--- config.mk ---
export PLATFORM = sky130hd
export DESIGN_NAME = dmem_lsu
export DESIGN_NICKNAME = d
export VERILOG_FILES = /design/src/rtl/dmem_lsu.sv
export SDC_FILE = /design/constraint.sdc
export NUM_CORES = 1
export LEC_CHECK = 0
export CAP_MARGIN = 20
export CORE_AREA = 2 2 122 124
export DETAILED_ROUTE_END_ITERATION = 6
export DIE_AREA = 0 0 124 126
export GPL_TIMING_DRIVEN = 1
export PLACE_DENSITY = 0.85
export SKIP_CTS_REPAIR_TIMING = 1
export SYNTH_ARGS = -nofsm -noshare
export SYNTH_HDL_FRONTEND = slang
export SYNTH_SLANG_ARGS = --single-unit
--- constraint.sdc ---
create_clock -name clk -period 5 [get_ports clk]
set_input_delay 1 -clock clk [delete_from_list [all_inputs] [get_ports clk]]
set_output_delay 1 -clock clk [all_outputs]
set_load 0.01 [all_outputs]
--- src/rtl/dmem_lsu.sv ---
// Load/store initiator for four byte-wide data-memory banks: one request at a time,
// any alignment, a single bank cycle per access, and sign/zero-extended load return.
module dmem_lsu #(
    parameter int DEPTH  = 16384,
    parameter int ADDR_W = $clog2(DEPTH) + 2
) (
    input  logic                    clk,
    input  logic                    rst,
    input  logic                    req_valid,
    output logic                    req_ready,
    input  logic                    req_we,
    input  logic [ADDR_W-1:0]       req_addr,
    input  logic [1:0]              req_size,
    input  logic                    req_unsigned,
    input  logic [31:0]             req_wdata,
    output logic                    resp_valid,
    output logic                    resp_err,
    output logic [31:0]             resp_rdata,
    output logic [4*(ADDR_W-2)-1:0] bank_addr,
    output logic [3:0]              bank_re,
    output logic [3:0]              bank_we,
    output logic [31:0]             bank_wdata,
    input  logic [31:0]             bank_rdata
);
    localparam int ROW_W = ADDR_W - 2;

    // Handshake: a request transfers on a rising edge where req_valid && req_ready;
    // req_ready is high only in IDLE, and resp_valid is a single-cycle pulse with no backpressure.
    typedef enum logic [1:0] {
        IDLE    = 2'd0,
        ISSUE   = 2'd1,
        COLLECT = 2'd2
    } state_e;

    state_e                 state_q, state_d;
    logic                   we_q, we_d;
    logic [1:0]             size_q, size_d;
    logic [1:0]             off_q, off_d;
    logic                   uns_q, uns_d;

    logic                   req_ready_q, req_ready_d;
    logic                   resp_valid_q, resp_valid_d;
    logic                   resp_err_q, resp_err_d;
    logic [31:0]            resp_rdata_q, resp_rdata_d;
    logic [4*ROW_W-1:0]     bank_addr_q, bank_addr_d;
    logic [3:0]             bank_re_q, bank_re_d;
    logic [3:0]             bank_we_q, bank_we_d;
    logic [31:0]            bank_wdata_q, bank_wdata_d;

    logic [1:0]             off;
    logic [1:0]             rel;
    logic [ROW_W-1:0]       row_w, row_w1;
    logic [3:0]             lane_mask;
    logic [4*ROW_W-1:0]     lane_addr;
    logic [31:0]            lane_wdata;
    logic [63:0]            rot;
    logic [31:0]            load_ext;

    // Lane b carries access byte rel = b - off; lanes below the offset spill into the next row.
    always_comb begin
        off        = req_addr[1:0];
        row_w      = req_addr[ADDR_W-1:2];
        row_w1     = (row_w == ROW_W'(DEPTH - 1)) ? '0 : row_w + ROW_W'(1);
        lane_mask  = '0;
        lane_addr  = '0;
        lane_wdata = '0;
        rel        = '0;
        for (int b = 0; b < 4; b++) begin
            rel = 2'(b) - off;
            case (req_size)
                2'b00:   lane_mask[b] = (rel == 2'd0);
                2'b01:   lane_mask[b] = ~rel[1];
                2'b10:   lane_mask[b] = 1'b1;
                default: lane_mask[b] = 1'b0;
            endcase
            if (lane_mask[b]) begin
                lane_addr[b*ROW_W +: ROW_W] = (2'(b) >= off) ? row_w : row_w1;
                lane_wdata[8*b +: 8]        = req_wdata[{rel, 3'b000} +: 8];
            end
        end
    end

    always_comb begin
        rot = {bank_rdata, bank_rdata} >> {off_q, 3'b000};
        case (size_q)
            2'b00:   load_ext = {{24{rot[7]  & ~uns_q}}, rot[7:0]};
            2'b01:   load_ext = {{16{rot[15] & ~uns_q}}, rot[15:0]};
            default: load_ext = rot[31:0];
        endcase
    end

    always_comb begin
        state_d      = state_q;
        we_d         = we_q;
        size_d       = size_q;
        off_d        = off_q;
        uns_d        = uns_q;
        resp_valid_d = 1'b0;
        resp_err_d   = 1'b0;
        resp_rdata_d = resp_rdata_q;
        bank_addr_d  = bank_addr_q;
        bank_re_d    = '0;
        bank_we_d    = '0;
        bank_wdata_d = bank_wdata_q;
        case (state_q)
            IDLE: begin
                if (req_valid) begin
                    we_d   = req_we;
                    size_d = req_size;
                    off_d  = off;
                    uns_d  = req_unsigned;
                    if (req_size == 2'b11) begin
                        state_d = COLLECT;
                    end else begin
                        state_d      = ISSUE;
                        bank_re_d    = req_we ? 4'b0000 : lane_mask;
                        bank_we_d    = req_we ? lane_mask : 4'b0000;
                        bank_addr_d  = lane_addr;
                        bank_wdata_d = req_we ? lane_wdata : 32'h0;
                    end
                end
            end
            ISSUE: begin
                // A store is finished once its strobe is out, so it skips the read collect cycle.
                if (we_q) begin
                    state_d      = IDLE;
                    resp_valid_d = 1'b1;
                    resp_rdata_d = 32'h0;
                end else begin
                    state_d = COLLECT;
                end
            end
            COLLECT: begin
                state_d      = IDLE;
                resp_valid_d = 1'b1;
                if (size_q == 2'b11) begin
                    resp_err_d   = 1'b1;
                    resp_rdata_d = 32'h0;
                end else begin
                    resp_rdata_d = load_ext;
                end
            end
            default: state_d = IDLE;
        endcase
        req_ready_d = (state_d == IDLE);
    end

    always_ff @(posedge clk) begin
        if (rst) begin
            state_q      <= IDLE;
            we_q         <= 1'b0;
            size_q       <= 2'b00;
            off_q        <= 2'b00;
            uns_q        <= 1'b0;
            req_ready_q  <= 1'b1;
            resp_valid_q <= 1'b0;
            resp_err_q   <= 1'b0;
            resp_rdata_q <= '0;
            bank_addr_q  <= '0;
            bank_re_q    <= '0;
            bank_we_q    <= '0;
            bank_wdata_q <= '0;
        end else begin
            state_q      <= state_d;
            we_q         <= we_d;
            size_q       <= size_d;
            off_q        <= off_d;
            uns_q        <= uns_d;
            req_ready_q  <= req_ready_d;
            resp_valid_q <= resp_valid_d;
            resp_err_q   <= resp_err_d;
            resp_rdata_q <= resp_rdata_d;
            bank_addr_q  <= bank_addr_d;
            bank_re_q    <= bank_re_d;
            bank_we_q    <= bank_we_d;
            bank_wdata_q <= bank_wdata_d;
        end
    end

    assign req_ready  = req_ready_q;
    assign resp_valid = resp_valid_q;
    assign resp_err   = resp_err_q;
    assign resp_rdata = resp_rdata_q;
    assign bank_addr  = bank_addr_q;
    assign bank_re    = bank_re_q;
    assign bank_we    = bank_we_q;
    assign bank_wdata = bank_wdata_q;

endmodule

=== Word-level counts from Yosys, hierarchy flattened ===
Index checks and enable logic that the tools add are counted.

* Bits of input ports: 87
* Output and inout bits: 131
* Word-level logic and storage cells: 92
* Register bits: 139

* Bitwise gates (word level): 12
* Add/subtract/negate cells: 5
* Reductions and logical operators: 15
* $lt $le $gt $ge: 4
* Equality and inequality tests: 9
* Shifts and indexed selects: 5
* Muxes and demuxes: 29

{| class="wikitable"
|+ Operator list
! cell !! number
|-
| $pmux W32 S2 || 2
|-
| $shiftx A32 B6 Y8 || 4
|-
| $mux W14 || 9
|-
| $mux W32 || 3
|-
| $shr A64 B5 Y32 || 1
|-
| $mux W8 || 4
|-
| $logic_not A2 Y1 || 8
|-
| $add A14 B1 Y14 const B || 1
|-
| $eq A14 B14 Y1 const B || 1
|-
| $pmux W1 S3 || 4
|-
| $not A1 Y1 || 10
|-
| $reduce_or A5 Y1 || 2
|-
| $eq A2 B2 Y1 const B || 4
|-
| $eq A2 B1 Y1 const B || 3
|-
| $mux W2 || 3
|-
| $ge A1 B2 Y1 const A || 2
|-
| $ge A2 B2 Y1 const A || 2
|-
| $pmux W2 S2 || 1
|-
| $reduce_and A2 Y1 || 2
|-
| $sub A1 B2 Y2 const A || 2
|-
| $sub A2 B2 Y2 const A || 2
|-
| $reduce_and A3 Y1 || 1
|-
| $and A1 B1 Y1 || 2
|-
| $mux W1 || 2
|-
| other kinds (4) || 4
|}

=== Logic depth before layout (Yosys ltp) ===
* Depth in word-level cells: 5
* Gate-level depth with buffers: 12

=== Worst setup path after synthesis ===
Ideal clock, no wire load.

* Kind: input -> register
* Start: in req_addr[0]
* End: reg bank_addr_q[28] (netlist: bank_addr[28])
* Data arrival time: 3.260 ns
* Stages on the path: 11
* Path slack: 1.639 ns
* Buffers on the path: 5
* Cell sequence: buf_2 > buf_2 > buf_2 > inv_1 > ha_1 > buf_2 > nor2b_1 > o221ai_2 > or2_0 > clkbuf_1 > o41ai_1

* Cells in the longest elaborated chain, start to end: 4

{| class="wikitable"
|+ Ends and longest elaborated chain
! element !! RTL line !! RTL
|-
| start: declaration || 12 || <nowiki>input logic [ADDR_W-1:0] req_addr,</nowiki>
|-
| $sub A2 B2 Y2 || 69 || <nowiki>rel = 2'(b) - off;</nowiki>
|-
| $logic_not A2 Y1 / $not A1 Y1 (equally long branches) || 71, 72 ||
|-
| $pmux W1 S3 || 70 || <nowiki>case (req_size)</nowiki>
|-
| $mux W14 * || 76 || <nowiki>if (lane_mask[b]) begin</nowiki>
|-
| end signal: assignment || 173 || <nowiki>bank_addr_q <= bank_addr_d;</nowiki>
|-
| end: declaration || 45 || <nowiki>logic [4*ROW_W-1:0] bank_addr_q, bank_addr_d;</nowiki>
|}

Every way passes the cells marked *; elsewhere a longest branch is shown, timed or not.
A chain may end at the register's enable or synchronous reset.

=== Worst setup path after layout ===
* Start: in req_addr[1]
* End: reg bank_addr_q[7] (netlist: bank_addr[7])

* Cells in the longest elaborated chain, start to end: 4

{| class="wikitable"
|+ Ends and longest elaborated chain
! element !! RTL line
|-
| $sub A1 B2 Y2 || 69
|-
| $logic_not A2 Y1 / $not A1 Y1 (equally long branches) || 71, 72
|-
| $pmux W1 S3 || 70
|-
| $mux W14 * || 76
|}

Marked as above.

==> summary.md <==
| Metric | Value |
|---|---|
| Result of the run | `finished clean` |
| Reg area | `2783 sq um` |
| Power share of the sequential group | `38.0%` |
| Slew Viols, Final | `0` |
| Yosys Warn Count | `0` |
| TritonCTS clock tree | `yes` |
| R2R cell count | `7` |
| Count of flip-flops with a built-in enable after synthesis | `0` |
| Worst relative slew slack | `a little under a third` |
| Share of power burned in the clock network | `41.9%` |
| Effective utilization at floorplan | `49.82%` |
| Drt initial violations | `779` |
| Element type at the critical path end | `flip-flop` |
| Area of the core | `14,310 sq um` |
| Gate power share | `20.1%` |
| Initial antenna violation count | `0` |
| Maximum net fanout on the critical path | `24` |
| Commonest non-fill, non-tap cell in the layout | `clkdlybuf4s50_1` |
| Routed len/inst | `19.61 microns` |
| Clock insertion delay at the later pin of the skew report | `420 ps` |
| Net count after synthesis | `877` |
| Placed Area | `9314 sq um` |
| Startpoint type of the worst setup path | `input pin` |
| Sequential element share of the synthesized area | `39.02%` |
| Clock transition at path regs | `60 ps` |
| Number of fillers in the final layout | `1,082` |
| Synthesis-to-finish area growth | `39.46%` |
| Residual overflow from global routing | `0` |
| Worst-Margin Slew | `around 1000 ps` |
| Top delay family on crit path | `buffers and inverters` |
| Post-route DRC violation count | `0` |
| Design area | `9945 sq um` |
| Master of the slowest instance on the critical path | `or2_0` |
| Worst ir drop on vdd | `0.0002649 V` |
| Post-synthesis sequential element count | `139` |
| DR vias/cell | `6.007` |
| CP Buf/Inv Count | `4` |
| WP data arrival | `3790 ps` |
| Power per Cell Area | `320.2 nW/um^2` |
| Chip height | `126 microns` |
| Post-synthesis instance total | `781` |
| Total Nets Final | `around 1.1k` |
| Pin count of the biggest net entering global routing | `51` |
| Delay of the slowest cell on the worst path | `630 ps` |
| Most used cell along the critical path | `buf_4` |
| Final count of hold timing violations | `0` |
| Vias after detailed routing | `6,944` |
| Drt total wl | `between 20,000 and 25,000 microns` |
| Vias in the first global route | `6,684` |
| Async S/R FF share, synth | `0%` |
| Max Root-Sink Buffers | `2` |
| Total routing resource utilization after global routing | `29.36%` |
| Root buffer cell | `clkbuf_16` |
| Final Skew | `8.104 ps` |
| Power spent charging and discharging nets | `845.2 uW` |
| LEAKAGE | `0.003555 uW` |
| Die Outline Area | `about 16,000 sq um` |
| CP required | `5320 ps` |
| Hold Path Cell Cnt | `2` |
| Sink of the worst hold path | `bank_addr[32]` |
| HP Class | `flip-flop to flip-flop` |
| Mean area per synthesized cell | `9.130 sq um` |
| Number of detailed-route iterations in the first pass | `6` |
| Number of sinks on the clock net | `139` |
| Weighted congestion at the end of routability-driven global placement | `0.9494` |
| Startpoint of the most critical register-to-register path | `state_q[0]` |
| Combined area of the multi-input logic cells | `4025 sq um` |
| Category of the most critical setup path | `input pin to flip-flop` |
| Number of nets with antenna violations after routing | `0` |
| R2R setup slack | `2270 ps` |
| Setup violators final | `0` |
| Achievable frequency | `287.5 MHz` |
| IO Count | `218` |
| First-pass GRT wire length | `35,600 microns` |
| Hold Crit Start | `bank_addr[32]` |
| Tcrit/Tclk final | `69.57%` |
| Final core utilization | `69.48%` |
| Ratio of cells with drive above 1 in the final layout | `10.92%` |
| Int Pwr | `2339 uW` |
| Most frequently used flop master after synthesis | `dfxtp_1` |
| Count of H-tree levels built during CTS | `4` |
| Setup repair after global routing missed its margin | `false` |
| Standard-cell row count | `44` |
| Total standard cell area after synthesis | `between 7000 and 8000 sq um` |
| Die width | `124 microns` |
| Inserted Clock Buffers | `17` |
| Detailed placer's ending HPWL | `16,150 microns` |
| Count of unique library cells instantiated by Yosys | `60` |
| End of the worst register-to-register path | `resp_rdata[30]` |
| Worst-case setup margin in the final layout | `between 1500 and 2000 ps` |
| Minimum clock period after layout | `between 3000 and 4000 ps` |
| IO buf count | `217` |
| Maximum Capacitance Violations | `0` |
| Final TNS setup | `0 ps` |
| Commonest cells after routing, fill and taps aside | `215 x clkdlybuf4s50_1, 139 x dfxtp_1, 109 x nand2_1` |
| Series of cell instances along the critical path | `clkdlybuf4s50_1, buf_4, inv_1, ha_1, buf_4, o21ai_0, o211ai_1, or2_0, a21oi_1, a21o_1` |
| Worst slack after detailed placement | `approximately 1200 ps` |
| Share of total power consumed by net switching | `26.54%` |
power by group through the flow:
| stage | combinational [uW] | sequential, uW | clock, uW |
|---|---|---|---|
| 5_1_grt | 686 | 1220 | 1390 |
| 3_3_place_gp | 614 | 1230 | 0 |
| 6_report | 639 | 1210 | 1340 |
| 3_5_place_dp | 628 | 1230 | 0 |
| 2_1_floorplan | 323 | 1250 | 0 |
| 4_1_cts | 634 | 1210 | 1340 |
cells in the mapped netlist (all sizes together) (4+ instances only):
cell / n / share of area (%)
a31oi: 9 / 0.79
nand4: 4 / 0.35
mux2: 15 / 2.4
o31ai: 5 / 0.53
clkbuf: 35 / 1.8
mux4: 34 / 11
xnor2: 11 / 1.4
a22oi: 40 / 4.2
dfxtp: 139 / 39
and2: 8 / 0.70
ha: 9 / 1.6
a22o: 11 / 1.4
o311ai: 7 / 0.97
nor3: 18 / 1.3
nor2: 91 / 4.8
xor2: 7 / 0.86
inv: 9 / 0.47
o21ai: 38 / 2.7
nor2b: 7 / 0.61
buf: 33 / 2.4
or2: 5 / 0.44
a21o: 4 / 0.42
a21oi: 33 / 2.3
mux2i: 22 / 3.1
o211ai: 19 / 2.6
a211oi: 4 / 0.42
nand3: 10 / 0.70
nand2: 109 / 5.7
a32oi: 6 / 0.74
and3: 5 / 0.44
layout make-up:
cell class	count	share of cell area, %
multi-input cells	565	40.48
repair buffers	226	22.55
inverters	9	0.3397
diodes	1	0.02516
clock inverters	11	1.686
well taps	184	2.315
clock buffers	21	4.630
flip-flops and latches	139	27.98
through the flow:
stage	power, uW	hold WS, ps	std cells
detailed placement	1860	441.4	1123
global route	3296	470.7	1155
finish	3184	450.1	1156
global placement	1845	434.6	1122
floorplan	1574	457.3	781
CTS	3184	451.2	1155
flip-flops by register name, indices dropped and copies added, names as in the netlist:
name / cells
bank_addr: 56
bank_re: 4
bank_wdata: 32
bank_we: 4
off_q: 2
req_ready: 1
resp_err: 1
resp_rdata: 32
resp_valid: 1
size_q: 2
state_q: 2
uns_q: 1
we_q: 1
cell families after synthesis:
family,share of synthesized area [%]
AOI/OAI and AO/OA,19.35
xor gates and xnor gates,2.211
adders and majority gates,1.579
buffers and inverters,4.685
DFF,39.02
muxes,16.20
and+or+nand+nor,16.95
worst register-to-register path, cell delays in order, from the launching register on:
cell      delay [ps]
dfxtp_1          390
inv_1             80
ha_1             280
mux2i_1          640
nor2b_1          670
buf_4            350
nand2_1           80
o311ai_0         100
layer usage:
| layer | vias up | global-route usage [%] | part of all wire, % |
|---|---|---|---|
| li1 | 3202 | - | - |
| met1 | 3307 | 38.24 | 41 |
| met2 | 366 | 46.64 | 47 |
| met3 | 69 | 6.567 | 8.5 |
| met4 | 0 | 12.82 | 3.5 |
| met5 | - | 0 | 0 |
worst max path at each step:
| stage | startpoint | end | slack [ps] | cells after the start |
|---|---|---|---|---|
| CTS | req_addr[1] | bank_addr[7] | 1550 | 10 |
| floorplan | req_addr[0] | bank_addr[28] | 1640 | 11 |
| finish | req_addr[1] | bank_addr[7] | 1520 | 10 |
| global placement | req_addr[1] | bank_wdata[19] | 1210 | 10 |
| global route | req_addr[1] | bank_wdata[22] | 1260 | 10 |
| detailed placement | req_addr[1] | bank_wdata[23] | 1150 | 10 |
Note: power is estimated with default switching activity, not from simulation.
